### config.mk
export PLATFORM = sky130hd
export DESIGN_NAME = alu_serial_deserializer
export DESIGN_NICKNAME = d
export VERILOG_FILES = /design/src/rtl/alu_serial_deserializer.sv
export SDC_FILE = /design/constraint.sdc
export NUM_CORES = 1
export LEC_CHECK = 0
export CAP_MARGIN = 20
export CORE_MARGIN = 3
export CORE_UTILIZATION = 41
export CTS_CLUSTER_DIAMETER = 100
export DETAILED_ROUTE_END_ITERATION = 6
export DONT_BUFFER_PORTS = 1
export HOLD_SLACK_MARGIN = 0.12
export PLACE_DENSITY = 0.65
export SYNTH_ARGS = -nofsm -noshare
export SYNTH_HDL_FRONTEND = slang
export SYNTH_SLANG_ARGS = --single-unit
### constraint.sdc
create_clock -name clk -period 2.9 [get_ports clk]
set_input_delay 0.58 -clock clk [delete_from_list [all_inputs] [get_ports clk]]
set_output_delay 0.58 -clock clk [all_outputs]
set_load 0.01 [all_outputs]
### src/rtl/alu_serial_deserializer.sv
// rtl/alu_serial_deserializer.sv - serial packet receiver that frames, CRC-checks and presents ALU commands
// Each packet is start(0), type, 8 bits MSB first, stop(1); eight DATA bytes then one CTL byte form a frame.
module alu_serial_deserializer #(
  parameter logic [3:0] CRC_INIT   = 4'b0000,
  parameter bit         CHECK_STOP = 1'b1
) (
  input  logic        clk,
  input  logic        rst_n,
  input  logic        sin,
  output logic        cmd_valid,
  output logic [31:0] cmd_a,
  output logic [31:0] cmd_b,
  output logic [2:0]  cmd_op,
  output logic        err_valid,
  output logic [2:0]  err_flags
);

  typedef enum logic [1:0] {S_IDLE, S_TYPE, S_BITS, S_STOP} state_t;

  state_t      r_state;
  state_t      w_next;
  logic        r_type;
  logic [2:0]  r_bit_cnt;
  logic [7:0]  r_shift;
  logic [3:0]  r_byte_cnt;
  logic [63:0] r_data;
  logic [3:0]  r_crc;

  logic [2:0]  w_ctl_op;
  logic [3:0]  w_ctl_crc;
  logic [3:0]  w_crc_final;
  logic        w_stop_bad;
  logic        w_op_ok;
  logic [2:0]  w_flags;

  function automatic logic [3:0] crc_step(input logic [3:0] c, input logic d);
    logic fb;
    fb = c[3] ^ d;
    return {c[2:0], 1'b0} ^ (fb ? 4'b0011 : 4'b0000);
  endfunction

  always_ff @(posedge clk or negedge rst_n) begin
    if (!rst_n) begin
      r_state <= S_IDLE;
    end else begin
      r_state <= w_next;
    end
  end

  always_comb begin
    w_next = r_state;
    case (r_state)
      S_IDLE: if (!sin) w_next = S_TYPE;
      S_TYPE: w_next = S_BITS;
      S_BITS: if (r_bit_cnt == 3'd7) w_next = S_STOP;
      S_STOP: w_next = S_IDLE;
      default: w_next = S_IDLE;
    endcase
  end

  // CRC over the data bits runs serially; the trailing {1, op} nibble is folded in at the CTL stop bit.
  assign w_ctl_op    = r_shift[6:4];
  assign w_ctl_crc   = r_shift[3:0];
  assign w_crc_final = crc_step(crc_step(crc_step(crc_step(r_crc, 1'b1),
                                w_ctl_op[2]), w_ctl_op[1]), w_ctl_op[0]);
  assign w_stop_bad  = CHECK_STOP && !sin;
  assign w_op_ok     = (w_ctl_op == 3'b000) || (w_ctl_op == 3'b001) ||
                       (w_ctl_op == 3'b100) || (w_ctl_op == 3'b101);

  always_comb begin
    w_flags = 3'b000;
    if (r_byte_cnt != 4'd8) begin
      w_flags = 3'b100;
    end else if (w_crc_final != w_ctl_crc) begin
      w_flags = 3'b010;
    end else if (!w_op_ok) begin
      w_flags = 3'b001;
    end
  end

  always_ff @(posedge clk or negedge rst_n) begin
    if (!rst_n) begin
      r_type     <= 1'b0;
      r_bit_cnt  <= 3'd0;
      r_shift    <= 8'd0;
      r_byte_cnt <= 4'd0;
      r_data     <= 64'd0;
      r_crc      <= CRC_INIT;
      cmd_valid  <= 1'b0;
      cmd_a      <= 32'd0;
      cmd_b      <= 32'd0;
      cmd_op     <= 3'd0;
      err_valid  <= 1'b0;
      err_flags  <= 3'd0;
    end else begin
      cmd_valid <= 1'b0;
      err_valid <= 1'b0;
      case (r_state)
        S_IDLE: r_bit_cnt <= 3'd0;
        S_TYPE: r_type <= sin;
        S_BITS: begin
          r_shift   <= {r_shift[6:0], sin};
          r_bit_cnt <= r_bit_cnt + 3'd1;
          if (!r_type && (r_byte_cnt < 4'd8)) r_crc <= crc_step(r_crc, sin);
        end
        S_STOP: begin
          if (w_stop_bad) begin
            err_valid  <= 1'b1;
            err_flags  <= 3'b100;
            r_byte_cnt <= 4'd0;
            r_data     <= 64'd0;
            r_crc      <= CRC_INIT;
          end else if (!r_type) begin
            if (r_byte_cnt < 4'd8) r_data <= {r_data[55:0], r_shift};
            // Saturating at 9 remembers an overflow without wrapping back to a legal count.
            if (r_byte_cnt != 4'd9) r_byte_cnt <= r_byte_cnt + 4'd1;
          end else begin
            if (w_flags == 3'b000) begin
              cmd_valid <= 1'b1;
              cmd_b     <= r_data[63:32];
              cmd_a     <= r_data[31:0];
              cmd_op    <= w_ctl_op;
            end else begin
              err_valid <= 1'b1;
              err_flags <= w_flags;
            end
            r_byte_cnt <= 4'd0;
            r_data     <= 64'd0;
            r_crc      <= CRC_INIT;
          end
        end
        default: ;
      endcase
    end
  end

endmodule

---- Word level (Yosys, flattened, before mapping) ----
Cells that the tools add are included.
W data, S select, Z words.
word-level totals
  logic and storage cells ................. 92
  flip-flop bits (word level) ............. 158
  output and inout port bits .............. 72
cells by class
  bitwise operators ....................... 9
  muxes and demuxes ....................... 33
  add/subtract/negate cells ............... 2
  reduce and logical (&&, ||, !) cells .... 16
  equality and inequality tests ........... 18
  magnitude comparators ................... 1
operators with widths
  cell                   number
  $mux W64               3
  $mux W4                6
  $xor A4 B2 Y4          5
  $mux W3                5
  $mux W2                7
  $eq A3 B3 Y1 const B   3
  $mux W1                9
  $ne A2 B2 Y1 const B   4
  $ne A4 B4 Y1 const B   2
  $pmux W2 S4            1
  $pmux W4 S2            1
  $logic_not A3 Y1       2
  $ne A3 B1 Y1 const B   2
  $pmux W3 S2            1
  $reduce_and A2 Y1      3
  $reduce_and A3 Y1      2
  $add A4 B1 Y4 const B  1
  $eq A2 B2 Y1 const B   2
  $lt A4 B4 Y1 const B   1
  $ne A4 B4 Y1           1
  $reduce_and A4 Y1      1
  $reduce_bool A2 Y1     2
  $xor A1 B1 Y1          4
  $add A3 B1 Y3 const B  1
  8 further kinds        10

---- Longest topological paths before layout ----
  depth in word-level cells ............... 19
  depth in mapped cells ................... 8
  depth with buffers taken out ............ 6

---- Worst setup path after synthesis ----
OpenSTA, ideal clock, no wires.
  path type ............................... register to register
  start ................................... register r_byte_cnt[0]
  end ..................................... register cmd_a[0]
  arrival time ............................ 1.839 ns
  required time ........................... 2.775 ns
  clock period less this slack ............ 1.964 ns
  slack ................................... 0.936 ns
  cell stages (with the launch flop) ...... 9
  cell sequence ........................... dfrtp_1 > inv_1 > ha_1 > nand4b_1 > nor3_1 > o2111ai_2 > buf_6 > buf_6 > mux2_4
between the ends
  cells in the longest elaborated chain, start to end .. 4
RTL lines
  what                         line  text
  from (decl)                  25    logic [3:0] r_byte_cnt;
  from (signal assigned)       116   if (r_byte_cnt != 4'd9) r_byte_cnt <= r_byte_cnt + 4'd1;
  $ne A4 B4 Y1                 72    if (r_byte_cnt != 4'd8) begin
  $mux W3                      72
  $logic_not A3 Y1             118   if (w_flags == 3'b000) begin
  $reduce_and A4 Y1 (no line)  --
  to (signal assigned)         121   cmd_a <= r_data[31:0];
  to (decl)                    11    output logic [31:0] cmd_a,
No other way between the ends.
A chain may end at the register's enable or synchronous reset.

---- Worst setup path in the final report ----
  start ................................... register r_shift[5]
  end ..................................... register cmd_b[20]
between the ends
  cells in the longest elaborated chain, start to end .. 9
RTL lines
  what                                                        line    text
  from (decl)                                                 24      logic [7:0] r_shift;
  from (signal assigned)                                      102     r_shift <= {r_shift[6:0], sin};
  $xor A1 B1 Y1 (tied with other cells)                       38      fb = c[3] ^ d;
  $mux W2 / $logic_or A1 B1 Y1 (equally long branches)        39, 67
  $xor A4 B2 Y4 / $logic_or A1 B1 Y1 (equally long branches)  39, 67
  $xor A4 B2 Y4 / $logic_or A1 B1 Y1 (equally long branches)  39, 68
  $ne A4 B4 Y1 / $mux W1 (equally long branches)              74, 76
  $mux W3 *                                                   74      end else if (w_crc_final != w_ctl_crc) begin
  $mux W3 *                                                   72
  $logic_not A3 Y1 *                                          118
  $reduce_and A4 Y1 (no line) *                               --
  to (signal assigned)                                        120     cmd_b <= r_data[63:32];
  to (decl)                                                   12      output logic [31:0] cmd_b,
Every way passes the cells marked *; elsewhere a longest branch is shown, timed or not.

==> out/qor.csv <==
stage,metric,value,unit
power_and_ir_drop,finalPower,6.328,mW
global_route,grt_pass1_wl,19.23,mm
timing,maxSlewViolCount,0,
logic_synthesis,synth_adder_area_share,0.01805,
setup_path,crit_type,reg2reg,
flow_run,max_cap_viol_count,0,
logic_synthesis,synth-compound-area-share,0.1193,
placed_design,hpwl,7.362,mm
timing,hold_viol_final,158,
drt,drc_errors,0,
timing,max_freq,414.1,MHz
layout,final_util,0.4854,
power_and_ir_drop,comb_power_share,0.172,
clocking,cts_resized,0,
layout,final_cell_mix,"158 x dfrtp_1, 67 x a22o_1, 47 x mux2_2",
logic_synthesis,yosys_register_bits,158,
logic_synthesis,yosys.area_share.simple,0.02988,
setup_path,slowest_stage,dfrtp_1,
drt,avgViaCountPerCell,5.579,
clocking,cts_tree,built,
power_and_ir_drop,power_leakage,3.547,nW
layout,stdcell_count,608,
logic_synthesis,synth_edf_count,0,
clocking,htreeDepth,4,
logic_synthesis,synthDistinctLibCells,37,
logic_synthesis,synth_fp_nets,423,
timing,rsz0062_at_grt,false,
logic_synthesis,synth_mux_area_frac,0.1578,
logic_synthesis,synth-xor-area-share,0.01765,
drt,antenna_left,0,
timing,tightest_slew,0.5081,ns
floorplanning,start_util,0.4245,
drt,wire_per_inst,19.53,µm
placed_design,gp_congestion,0.7323,
setup_path,arrival,2.71,ns
power_and_ir_drop,powerDensity,887.0,nW/µm²
power_and_ir_drop,p_int,4.591,mW
logic_synthesis,yosysWarnings,0,
outcome,violations,negative hold slack,
placed_design,dp_slack,0.4963,ns
global_route,overflow,0,
layout,synthToLayoutAreaGrowth,14.34,%
clocking,clkLatencyLatePin,0.42,ns
logic_synthesis,synthesis.area,6240,µm²
power_and_ir_drop,p_clk_frac,0.406,
timing,fin_setup_tns,0,ns
drt,drt_pass1_iterations,4,
setup_path,cp-end-kind,flop,
setup_path,crit_path_start_kind,flop,
drt,num_vias,3392,
setup_path,crit_fanout,67,
drt,totalWireLength,11.87,mm
hold_path,holdCritPathClass,in2async,
layout,n_fill_cell,1238,
clocking,cts_made_buffers,17,
setup_path,crit_path_max_incr_delay,0.54,ns
clocking,cts_buffer_depth,2,
logic_synthesis,syn_inst,411,
floorplanning,die_y,129.4,µm
setup_path,critPathRequiredTime,3.20,ns
layout,drive_above_1_share,0.2712,
clocking,clock_sinks,158,
outcome,outcome,"complete, but fails checks",
global_route,antenna_found_initial,0,
timing,setup_viol,0,
layout,final_common_cell,dfrtp_1,
placed_design,placed_cells,576,
timing,fin_ws,0.4849,ns
logic_synthesis,dominantRegCellSynth,dfrtp_1,
setup_path,path_cells,xnor3_1 > and3_1 > o2111ai_4 > buf_12 > mux2_2,
logic_synthesis,synth.avg_cell_area,15.18,µm²
floorplanning,dieWidth,129.4,µm
floorplanning,die_area,16740,µm²
clocking,clk_pin_slew,0.06,ns
placed_design,io_buffers,0,
layout,stdcell_area,7134,µm²
power_and_ir_drop,seqPwrFrac,0.423,
power_and_ir_drop,p_sw,1.737,mW
logic_synthesis,async_reset_ff_frac,1.000,
power_and_ir_drop,p_sw_frac,0.2745,
layout,final_nets,423,
timing,fin_skew,0.01296,ns
floorplanning,io_pins,75,
placed_design,place_area,6446,µm²
global_route,grt_pass1_vias,3506,
logic_synthesis,yosysSeqAreaShare,0.6336,
layout,antenna_cells,0,
timing,min_period_over_period,0.8328,
timing,slew_headroom,0.6598,
drt,drt_iter0_drc,272,
clocking,cts-root-buf,clkbuf_16,
power_and_ir_drop,ir_drop,510.3,µV
timing,hold_slack,-0.1396,ns
floorplanning,core-area,14700,µm²
floorplanning,row_count,44,
timing,fin_crit,2.415,ns
logic_synthesis,synth_top_family_by_area,multiplexers,
global_route,grt_util_all_layers,0.1491,
global_route,grt_max_degree,159,
clocking,postCtsSetupBuffers,0,
[per-layer routing]
metal | track usage | wire, µm
met2 | 0.2284 | 5717
met5 | 0 | 0
met4 | 0.06362 | 218
met3 | 0.06018 | 786
met1 | 0.1880 | 5150
[sequential cells by signal, summed over array words and instances, names as in the netlist]
name        count
r_data         64
cmd_a          32
cmd_b          32
r_shift         8
r_byte_cnt      4
r_crc           4
cmd_op          3
err_flags       3
r_bit_cnt       3
r_state         2
cmd_valid       1
err_valid       1
r_type          1
[Yosys cell counts, types with 2 or more instances]
cell,number,area [µm²]
ha_1,9,112.6
buf_6,4,45.04
mux2_4,29,435.4
xnor2_1,7,61.31
buf_2,4,20.02
nand2_1,12,45.04
o211ai_1,3,22.52
dfrtp_1,158,3954
o31ai_1,3,22.52
xor2_1,3,26.28
mux2i_1,2,20.02
nand2b_1,6,37.54
nor3b_1,3,22.52
o21ai_0,7,35.03
a22o_1,67,586.8
inv_1,7,26.28
nor2_1,7,26.28
mux2_2,47,529.3
clkbuf_1,15,56.30
[kinds of logic (layout without fill, tap and decap cells)]
logic type,after synthesis,count (layout)
and+or+nand+nor,36,36
DFF,158,158
buffers and inverters,30,43
AOI/OAI and AO/OA,89,89
adders and majority gates,9,9
muxes,78,78
xor gates and xnor gates,11,11
[final cells by class]
| class | instances | area (µm²) | share of cell area |
|---|---|---|---|
| Sequential cell | 158 | 3954 | 0.5542 |
| Clock buffer | 22 | 484.2 | 0.06787 |
| Tap cell | 184 | 230.2 | 0.03227 |
| Timing Repair Buffer | 4 | 67.56 | 0.009470 |
| Multi-Input combinational cell | 223 | 2168 | 0.3039 |
| Clock inverter | 10 | 203.9 | 0.02859 |
| Inverter | 7 | 26.28 | 0.003683 |
[power groups by stage]
stage	logic, mW	registers, mW	clock network, mW
final	1.09	2.68	2.57
after detailed placement	1.08	2.71	0
after CTS	1.09	2.68	2.62
after global placement	1.04	2.70	0
after global routing	1.21	2.71	2.71
after floorplan	0.876	2.61	0
[worst paths after layout]
path                              startpoint           end  slack, ns  cells after the start
worst max-delay path              r_shift[5]     cmd_b[20]       0.48                      5
worst min-delay path                   rst_n     cmd_b[21]      -0.14                      0
worst max register to register    r_shift[5]     cmd_b[20]       0.48                      5
worst min register to register  r_bit_cnt[0]  r_bit_cnt[0]       0.49                      1
max in group asynchronous              rst_n    r_state[0]       2.81                      0
min in group clk                         sin        r_type       0.30                      1
[worst max-delay path, delay by kind of cell, from the launching register on]
| kind | cells | cell delay (ns) |
|---|---|---|
| compound gates | 1 | 0.22 |
| xor+xnor | 1 | 0.49 |
| buf+inv | 1 | 0.39 |
| flops | 1 | 0.54 |
| mux | 1 | 0.38 |
| simple gates | 1 | 0.23 |
Note: power is estimated with default switching activity, not from simulation.
